==> src/rtl/rr_arbiter_n.sv <==
// Round-robin arbiter with a per-grant burst limit. Grants one requester at a time and
// rotates after MAX_BURST transfers, on withdrawal, or drops to IDLE when nobody is asking.
module rr_arbiter_n #(
  parameter int NUM_REQ   = 4,
  parameter int MAX_BURST = 2
) (
  input  logic                       clk,
  input  logic                       reset,
  input  logic [NUM_REQ-1:0]         in_valid,
  input  logic                       in_ready,
  output logic [$clog2(NUM_REQ)-1:0] out_choice,
  output logic                       out_grant_valid,
  output logic [NUM_REQ-1:0]         out_stall
);
  localparam int IDX_W = $clog2(NUM_REQ);
  localparam int CNT_W = $clog2(MAX_BURST + 1);
  localparam logic [IDX_W:0]   NUM_W    = (IDX_W+1)'(NUM_REQ);
  localparam logic [IDX_W-1:0] LAST_IDX = IDX_W'(NUM_REQ - 1);
  localparam logic [CNT_W-1:0] LAST_CNT = CNT_W'(MAX_BURST - 1);

  typedef enum logic {IDLE, GRANT} state_t;

  state_t           state;
  logic [IDX_W-1:0] choice;
  logic [IDX_W-1:0] last_idx;
  logic [CNT_W-1:0] cnt;

  logic [IDX_W-1:0] base, start, hit_idx;
  logic [IDX_W:0]   sum;
  logic             hit;

  // One search serves both decisions: IDLE scans after last_idx, GRANT after choice.
  always_comb begin
    base  = (state == IDLE) ? last_idx : choice;
    start = (base == LAST_IDX) ? '0 : base + 1'b1;
  end

  // Scan from the far end so the nearest valid index after start wins.
  always_comb begin
    hit     = 1'b0;
    hit_idx = start;
    sum     = '0;
    for (int i = NUM_REQ - 1; i >= 0; i--) begin
      sum = {1'b0, start} + (IDX_W+1)'(i);
      if (sum >= NUM_W) sum = sum - NUM_W;
      if (in_valid[sum[IDX_W-1:0]]) begin
        hit     = 1'b1;
        hit_idx = sum[IDX_W-1:0];
      end
    end
  end

  always_ff @(posedge clk or posedge reset) begin
    if (reset) begin
      state    <= IDLE;
      choice   <= '0;
      last_idx <= LAST_IDX;
      cnt      <= '0;
    end else begin
      case (state)
        IDLE: begin
          if (hit) begin
            state  <= GRANT;
            choice <= hit_idx;
            cnt    <= '0;
          end
        end
        GRANT: begin
          if (!in_valid[choice]) begin
            last_idx <= choice;
            cnt      <= '0;
            if (hit) choice <= hit_idx;
            else     state  <= IDLE;
          end else if (in_ready) begin
            if (cnt == LAST_CNT) begin
              // Current owner is still valid, so the search always hits (possibly itself).
              choice   <= hit_idx;
              last_idx <= choice;
              cnt      <= '0;
            end else begin
              cnt <= cnt + 1'b1;
            end
          end
        end
        default: state <= IDLE;
      endcase
    end
  end

  always_comb begin
    out_stall = '1;
    if (state == GRANT) out_stall[choice] = !in_ready;
  end

  assign out_choice      = choice;
  assign out_grant_valid = (state == GRANT);
endmodule
==> config.mk <==
export PLATFORM = sky130hd
export DESIGN_NAME = rr_arbiter_n
export DESIGN_NICKNAME = d
export VERILOG_FILES = /design/src/rtl/rr_arbiter_n.sv
export SDC_FILE = /design/constraint.sdc
export NUM_CORES = 1
export LEC_CHECK = 0
export CAP_MARGIN = 30
export CORE_AREA = 5 5 42 44
export DETAILED_ROUTE_END_ITERATION = 10
export DIE_AREA = 0 0 47 49
export GPL_ROUTABILITY_DRIVEN = 0
export PLACE_DENSITY = 0.66
export SETUP_SLACK_MARGIN = 0.02
export SYNTH_ARGS = -nofsm -noshare
export SYNTH_HDL_FRONTEND = slang
export SYNTH_SLANG_ARGS = --single-unit
==> constraint.sdc <==
create_clock -name clk -period 1.7 [get_ports clk]
set_input_delay 0.255 -clock clk [delete_from_list [all_inputs] [get_ports clk]]
set_output_delay 0.255 -clock clk [all_outputs]
set_load 0.05 [all_outputs]
# After elaboration in Yosys (flattened, before gate mapping)
# Index checks and enable logic that the tools add are counted.
word_totals:
  register_bits: 7
  input_bits: 7
op_classes:
  add_sub_neg: 9
  magnitude_cmp: 10
  eq_ne: 7
  mux: 43
  bitwise_logic: 3
  reduce_logical: 5
op_table:
  columns: ["cell", "n"]
  rows:
  - ["$mux 2", 21]
  - ["$lt 2x3->1 const B", 5]
  - ["$mux 1", 12]
  - ["$bmux 1 s2", 5]
  - ["$ge 3x3->1 const B", 3]
  - ["$pmux 2 s2", 2]
  - ["$sub 2x1->2 const B", 4]
  - ["$add 2x2->3 const B", 2]
  - ["$add 2x1->2 const B", 2]
  - ["$mux 4", 1]
  - ["$ne 2x2->1 const B", 2]
  - ["$not 4->4", 1]
  - ["$or 4x4->4", 1]
  - ["$reduce_and 2->1", 2]
  - ["$add 2x1->3 const B", 1]
  - ["$ge 2x3->1 const B", 1]
  - ["$ne 3x2->1 const B", 1]
  - ["$ne 3x3->1 const B", 1]
  - ["$reduce_and 3->1", 1]
  - ["$demux 1 s2", 1]
  - ["$eq 2x1->1 const B", 1]
  - ["$eq 2x2->1 const B", 1]
  - ["$ge 2x1->1 const B", 1]
  - ["$ne 2x1->1 const B", 1]
  - ["4 further kinds", 4]

# Logic depth before layout (Yosys ltp)
# Gate-level depths: netlist (run 1).
logic_depth:
  depth_word: 16
  ltp_mapped: 5
  depth_no_buf: 4

# Worst setup path before layout (run 1)
# No wires, ideal clock.
synth_path:
  path_kind: "reg-to-reg"
  startpoint: "reg choice[0], in the netlist out_choice[0]"
  endpoint: "reg choice[1], in the netlist out_choice[1]"
  setup_time_ns: 0.120
  t_arrival_ns: 1.827
  required_time_ns: 1.580
  path_slack_ns: -0.247
  path_stages_with_launch: 6
  n_path_buf: 1
  path_cell_list: "dfrtp_1 > buf_6 > mux4_2 > a32oi_2 > nor2b_1 > a31o_1"
synth_via:
  elab_chain_len: 16
  word_cells_on_any_way: 45
  classes_between: "8 x add/sub; 4 x order compare; 3 x eq/ne; 29 x mux; 1 x reduce/logical"
synth_lines:
  columns: ["item", "line", "source"]
  rows:
  - ["from (decl)", "24", "logic [IDX_W-1:0] choice;"]
  - ["from (signal assigned)", "64", "choice <= hit_idx;"]
  - ["from (signal assigned)", "72", "if (hit) choice <= hit_idx;"]
  - ["from (signal assigned)", "77", "choice <= hit_idx;"]
  - ["$mux 2", "34", "base = (state == IDLE) ? last_idx : choice;"]
  - ["$add 2x1->2 or $eq 2x2->1 (tied branches)", "35", "start = (base == LAST_IDX) ? '0 : base + 1'b1;"]
  - ["$mux 2", "35", null]
  - ["$add 2x2->3", "44", "sum = {1'b0, start} + (IDX_W+1)'(i);"]
  - ["$ge 3x3->1 or $sub 2x1->2 (tied branches)", "45", "if (sum >= NUM_W) sum = sum - NUM_W;"]
  - ["$mux 2", "45", null]
  - ["$bmux 1 s2", "46", "if (in_valid[sum[IDX_W-1:0]]) begin"]
  - ["$mux 1 (not written as such)", "46", null]
  - ["$mux 2 (4 in series)", "46", null]
  - ["$mux 2", "75", "if (cnt == LAST_CNT) begin"]
  - ["$mux 2", "74", "end else if (in_ready) begin"]
  - ["$mux 2", "69", "if (!in_valid[choice]) begin"]
  - ["$pmux 2 s2", "60", "case (state)"]
# Several ways; a longest one is shown, not always the timed one. The select of a mux whose other input is x is not followed.
# A chain may end at the register's enable or synchronous reset.

# Worst setup path in the final report (run 1)
layout_path:
  startpoint: "reg choice[1], in the netlist out_choice[1]"
  endpoint: "out out_stall[0]"
layout_via:
  elab_chain_len: 7
  word_cells_on_any_way: 8
  classes_between: "2 x order compare; 3 x mux; 2 x bitwise; 1 x reduce/logical"
layout_lines:
  columns: ["item", "line", "source"]
  rows:
  - ["$lt 2x3->1 (not written as such) or $ge 2x1->1 (tied branches)", "92", "if (state == GRANT) out_stall[choice] = !in_ready;"]
  - ["$logic_and 1x1->1 (not written as such)", "92", null]
  - ["$mux 1 (not written as such)", "92", null]
  - ["$demux 1 s2 (*)", "92", null]
  - ["$not 4->4 (no line) (*)", null, null]
  - ["$or 4x4->4 (no line) (*)", null, null]
  - ["$mux 4 (*)", "92", null]
  - ["to (decl)", "13", "output logic [NUM_REQ-1:0] out_stall"]
# Every way passes the cells marked *; elsewhere a longest branch is shown, timed or not.

==> reports/qor.csv, run 1 <==
metric,value,unit
fmax,616,MHz
core,1400,sq um
grt_pass1_vias,439,
clock-sinks,7,
syn_area_per_cell,9.24,sq um
ys.flop_type,dfrtp_1,
remaining_drc_errors,0,
routed_via_density,5.33,
final-instance-count-excl-fill,92,
critical_path_class,reg -> out,
power_frac_clock,12.7,%
final.min_clock_period,1620,ps
clock_latency,250,ps
synthArstFlopShare,100,%
vdd_drop_max,791,uV
place_inst,87,
synth.distinct_cells,27,
combinationalPowerShare,63.2,%
power_switching,516,uW
dieArea,2300,sq um
final_util,52.3,%
cts_buffers,3,
slew_violations,0,
switching_share,42.9,%
cpMostUsedCell,buf_4,
overflow,0,
synth_top_cell_area_share,26.0,%
synthCells,52,
worst_slew_pin_slew,433,ps
dp_hpwl,908,um
fp-row-count,14,
post_dp_cell_area,697,sq um
vias,490,
slew_headroom,70.3,%
synth_seq_cells,7,
routedWlPerCell,12.5,um
slowest_stage,dfrtp_1,
critical-path-top-delay-family,flip-flops,
report.power.total,1200,uW
cp.required,1440,ps
grt_max_degree,12,
multi_input_area,279,sq um
setup_viol,0,
final_area,733,sq um
num-nets-final,84,
track_usage,11.4,%
ys_warn_count,0,
max_stage_delay,400,ps
hold_slack,226,ps
cp.arrival,1370,ps
synth_common_cells,"nor2_1 (8), dfrtp_1 (5), nand2_1 (5)",
fp.dieW,47,um
antenna_found_initial,0,
ant_nets,0,
hold_class,in -> async,
leakagePower,0.000338,uW
skew,0.532,ps
ctsLongestPathBuffers,2,
cp_max_fo,6,
synth_area,480,sq um
internal_power,686,uW
cts_tree,yes,
synth.most_common_cell,nor2_1,
status,completed,
first_iter_violations,4,
firstDrtPassIters,5,
path_buf_inv,2,
layout-drive-gt1-share,35.5,%
syn2layout_area_growth,52.6,%
rsz0062_at_grt,no,
clkTransAtPathRegs,50,ps
root_buffer,clkbuf_4,
seqPwrFrac,24.1,%
reg2reg_depth,3,
synth_edf_count,0,
crit_chain,"buf_4, or3_1, buf_4",
min_period_over_period,95.5,%
register_area,180,sq um
syn-num-nets,59,
ctsHoldBuffers,0,
yosysTopAreaCell,dfrtp_1,
start_util,34.3,%
fillerInstances,137,
ios,14,
grt_pass1_wl,1840,um
seq_area_frac_synth,37.0,%
synth_area_leaders,"dfrtp_1 (26%), dfstp_2 (11%), nor2_1 (6.3%)",
critPathLaunchType,flip-flop,
p_per_area,1640,nW/um^2
reg2reg_slack,120,ps
reg2reg_to,last_idx[0],
hold_violations,0,
routed_wl,1150,um
diodes,0,
die_height,49,um
htreeDepth,1,
r2r_start,out_choice[0],
maxCapViolations,0,
io_buffers,13,
critPathCaptureType,output port,
[logic make-up (layout without fill, tap and decap cells)]
family                 after synthesis  count (layout)  synth area share [%]
buffers and inverters                4              28                  4.95
DFF                                  7               7                  37.0
and+or+nand+nor                     21              21                  21.4
AOI/OAI and AO/OA                   15              15                  23.2
muxes                                5               5                  13.5
[placed cells by master (no fill, tap or decap), types with 3 or more instances in the layout]
cell	n
clkdlybuf4s50_1	5
nor2_1	8
buf_12	3
nand2_1	5
dfrtp_1	3
a21oi_1	3
clkbuf_4	3
buf_4	13
[state kept, by name (all words and copies together), names as in the netlist]
signal,count
out_grant_valid,1
last_idx,2
cnt,2
out_choice,2
[layout make-up]
type                            instances  area share, %
Multi-Input combinational cell         41           38.1
Timing Repair Buffer                   22           30.0
Sequential cell                         7           24.6
Clock buffer                            4           3.58
Tap cell                               16           2.73
Inverter                                2           1.02
[power groups by stage]
stage                     logic [uW]  registers [uW]  clock network, uW
after CTS                        740             292                159
after global placement           732             295                  0
final                            760             290                152
after detailed placement         740             295                  0
after global routing             812             299                168
after floorplan                  410             372                  0
[routing by layer]
metal  part of all wire, %  vias to the layer above  wire length (um)  track usage [%]
met1                    41                      229               471             13.1
met5                     0                        -                 0                0
met2                    48                       15               557             16.7
met4                   3.5                        0                40             9.68
li1                      -                      242                 -                -
met3                   7.1                        4                82             2.95
[worst register-to-register path, cell delays in order, from the launching register on]
cell      delay (ps)
dfrtp_2          380
mux4_2           540
a21boi_1         230
mux2_2           360
[what timing repair did]
action	in CTS	in global routing
resized for setup	0	1
endpoints found under the setup margin	0	1
hold endpoints to repair	0	0
buffers inserted	0	1
[worst max-delay path by stage]
stage | end | from | slack, ps | cells past startpoint
5_1_grt | out_stall[0] | out_choice[1] | 9 | 3
4_1_cts | out_stall[0] | in_ready | 20 | 4
3_5_place_dp | last_idx[0] | in_valid[3] | -150 | 4
3_3_place_gp | last_idx[0] | in_valid[3] | -140 | 4
6_report | out_stall[0] | out_choice[1] | 80 | 3
2_1_floorplan | out_choice[1] | out_choice[0] | -110 | 5
[metrics by stage]
step / setup TNS (ps) / setup WS, ps
after global placement: -441 / -138
after detailed placement: -514 / -152
final: 0 / 76.1
after global routing: 0 / 9.14
after CTS: 0 / 24.6
after floorplan: -341 / -107
No activity file was read; power rests on OpenSTA's default activity.
==> run 2, diff against run 1 <==
--- a/config.mk
+++ b/config.mk
@@ -11,3 +11,2 @@
 export DIE_AREA = 0 0 47 49
-export GPL_ROUTABILITY_DRIVEN = 0
 export PLACE_DENSITY = 0.66
==> constraint.sdc (replaced) <==
create_clock -name clk -period 1.7 [get_ports clk]
set_input_delay 0.425 -clock clk [delete_from_list [all_inputs] [get_ports clk]]
set_output_delay 0.425 -clock clk [all_outputs]
set_load 0.05 [all_outputs]
==> reports/qor.csv, run 2 (synthesis gave the netlist of run 1 again) <==
metric,value,unit
start_util,34.3,%
diodes,0,
ant_nets,0,
fillerInstances,126,
core,1400,sq um
rsz0062_at_grt,yes,
p_per_area,1650,nW/um^2
final_util,59.6,%
ios,14,
critPathLaunchType,input port,
remaining_drc_errors,0,
hold_violations,0,
cts_tree,yes,
routed_wl,1230,um
ctsHoldBuffers,0,
io_buffers,13,
routedWlPerCell,12.4,um
skew,1.70,ps
layout-drive-gt1-share,44.6,%
critical_path_class,in -> out,
worst_slew_pin_slew,385,ps
first_iter_violations,19,
fp.dieW,47,um
cts_buffers,3,
cp.arrival,1250,ps
maxCapViolations,0,
hold_class,in -> async,
dp_hpwl,879,um
clock-sinks,7,
vdd_drop_max,1200,uV
slew_headroom,73.6,%
ctsLongestPathBuffers,2,
vias,496,
critPathCaptureType,output port,
overflow,0,
dieArea,2300,sq um
place_ws,-333,ps
firstDrtPassIters,4,
cp_max_fo,2,
antenna_found_initial,0,
syn2layout_area_growth,74.0,%
grt_pass1_vias,453,
post_dp_cell_area,749,sq um
clock_latency,240,ps
r2r_start,out_choice[0],
min_period_over_period,98.5,%
final_area,836,sq um
routed_via_density,5.01,
status,completed,
slew_violations,0,
htreeDepth,1,
grt_pass1_wl,1880,um
fin_ws,26.2,ps
fp-row-count,14,
fmax,597,MHz
startpoint,in_ready,
final_cell_mix,"buf_4 (15), nor2_1 (8), buf_12 (6), nand2_1 (5), dlygate4sd2_1 (5)",
clkTransAtPathRegs,50,ps
leakagePower,0.000390,uW
cp.required,1270,ps
die_height,49,um
root_buffer,clkbuf_4,
final_common_cell,buf_4,
track_usage,11.2,%
grt_max_degree,11,
place_congestion,0.771,
num-nets-final,91,
final.min_clock_period,1670,ps
setup_viol,0,
==> run 2: changes by cell type in the layout (fill, tap and decap cells not counted) <==
cell,previous run,this run
buf_6,0,1
a21boi_1,1,0
buf_4,13,15
or3_4,0,1
a21boi_2,0,1
buf_8,0,1
clkdlybuf4s50_1,5,1
buf_12,3,6
dfrtp_1,3,2
dlymetal6s2s_1,1,0
or3_1,1,0
dlygate4sd2_1,0,5
dfrtp_2,2,3
==> run 2: routing by layer <==
layer	up-vias	share of wire, %	track usage [%]
met4	0	0	5.53
met3	0	4.6	2.21
met1	228	44	14.9
met2	14	51	16.5
li1	254	-	-
met5	-	0	0
==> run 2: worst max-delay path, stage by stage <==
cell	delay [ps]
dlygate4sd2_1	210
nand2_1	80
or3_4	370
buf_8	160
==> run 2: final cells by class <==
type	instances	area, sq um	area share [%]
tap	16	20.0	2.40
inverter	2	7.51	0.898
sequential	7	181	21.7
timing repair buffer	29	313	37.4
clock buffer	4	26.3	3.14
multi-input combinational	41	288	34.4
==> run 2: per-stage QoR <==
stage               instances  hold WS (ps)  setup TNS (ps)  total power, uW
detailed placement         89           471           -2090             1110
global route               99           414           -29.3             1470
floorplan                  52           227            -459              782
finish                     99           402               0             1380
CTS                        96           404               0             1310
global placement           89           469           -1980             1100
==> run 2: worst paths after layout <==
kind                                       to  cells after the start  slack (ps)
min in group clk                       cnt[1]                      1         470
worst max-delay path             out_stall[0]                      4          30
max in group asynchronous         last_idx[1]                      2        1040
worst min register to register         cnt[1]                      1         470
worst min-delay path            out_choice[0]                      2         400
worst max register to register  out_choice[1]                      5          60
==> run 2: what timing repair did <==
action	4_1_cts	5_1_grt
pin swaps	2	0
endpoints found under the setup margin	8	4
setup buffers	3	3
resized for setup	9	2
==> run 2: where the power goes <==
group          total (uW)  internal, uW  leakage [uW]  switching [uW]
clock                 143          89.1     0.0000150            54.1
sequential            299           247     0.0000778            51.5
combinational         934           485      0.000297             449
total                1380           822      0.000390             554
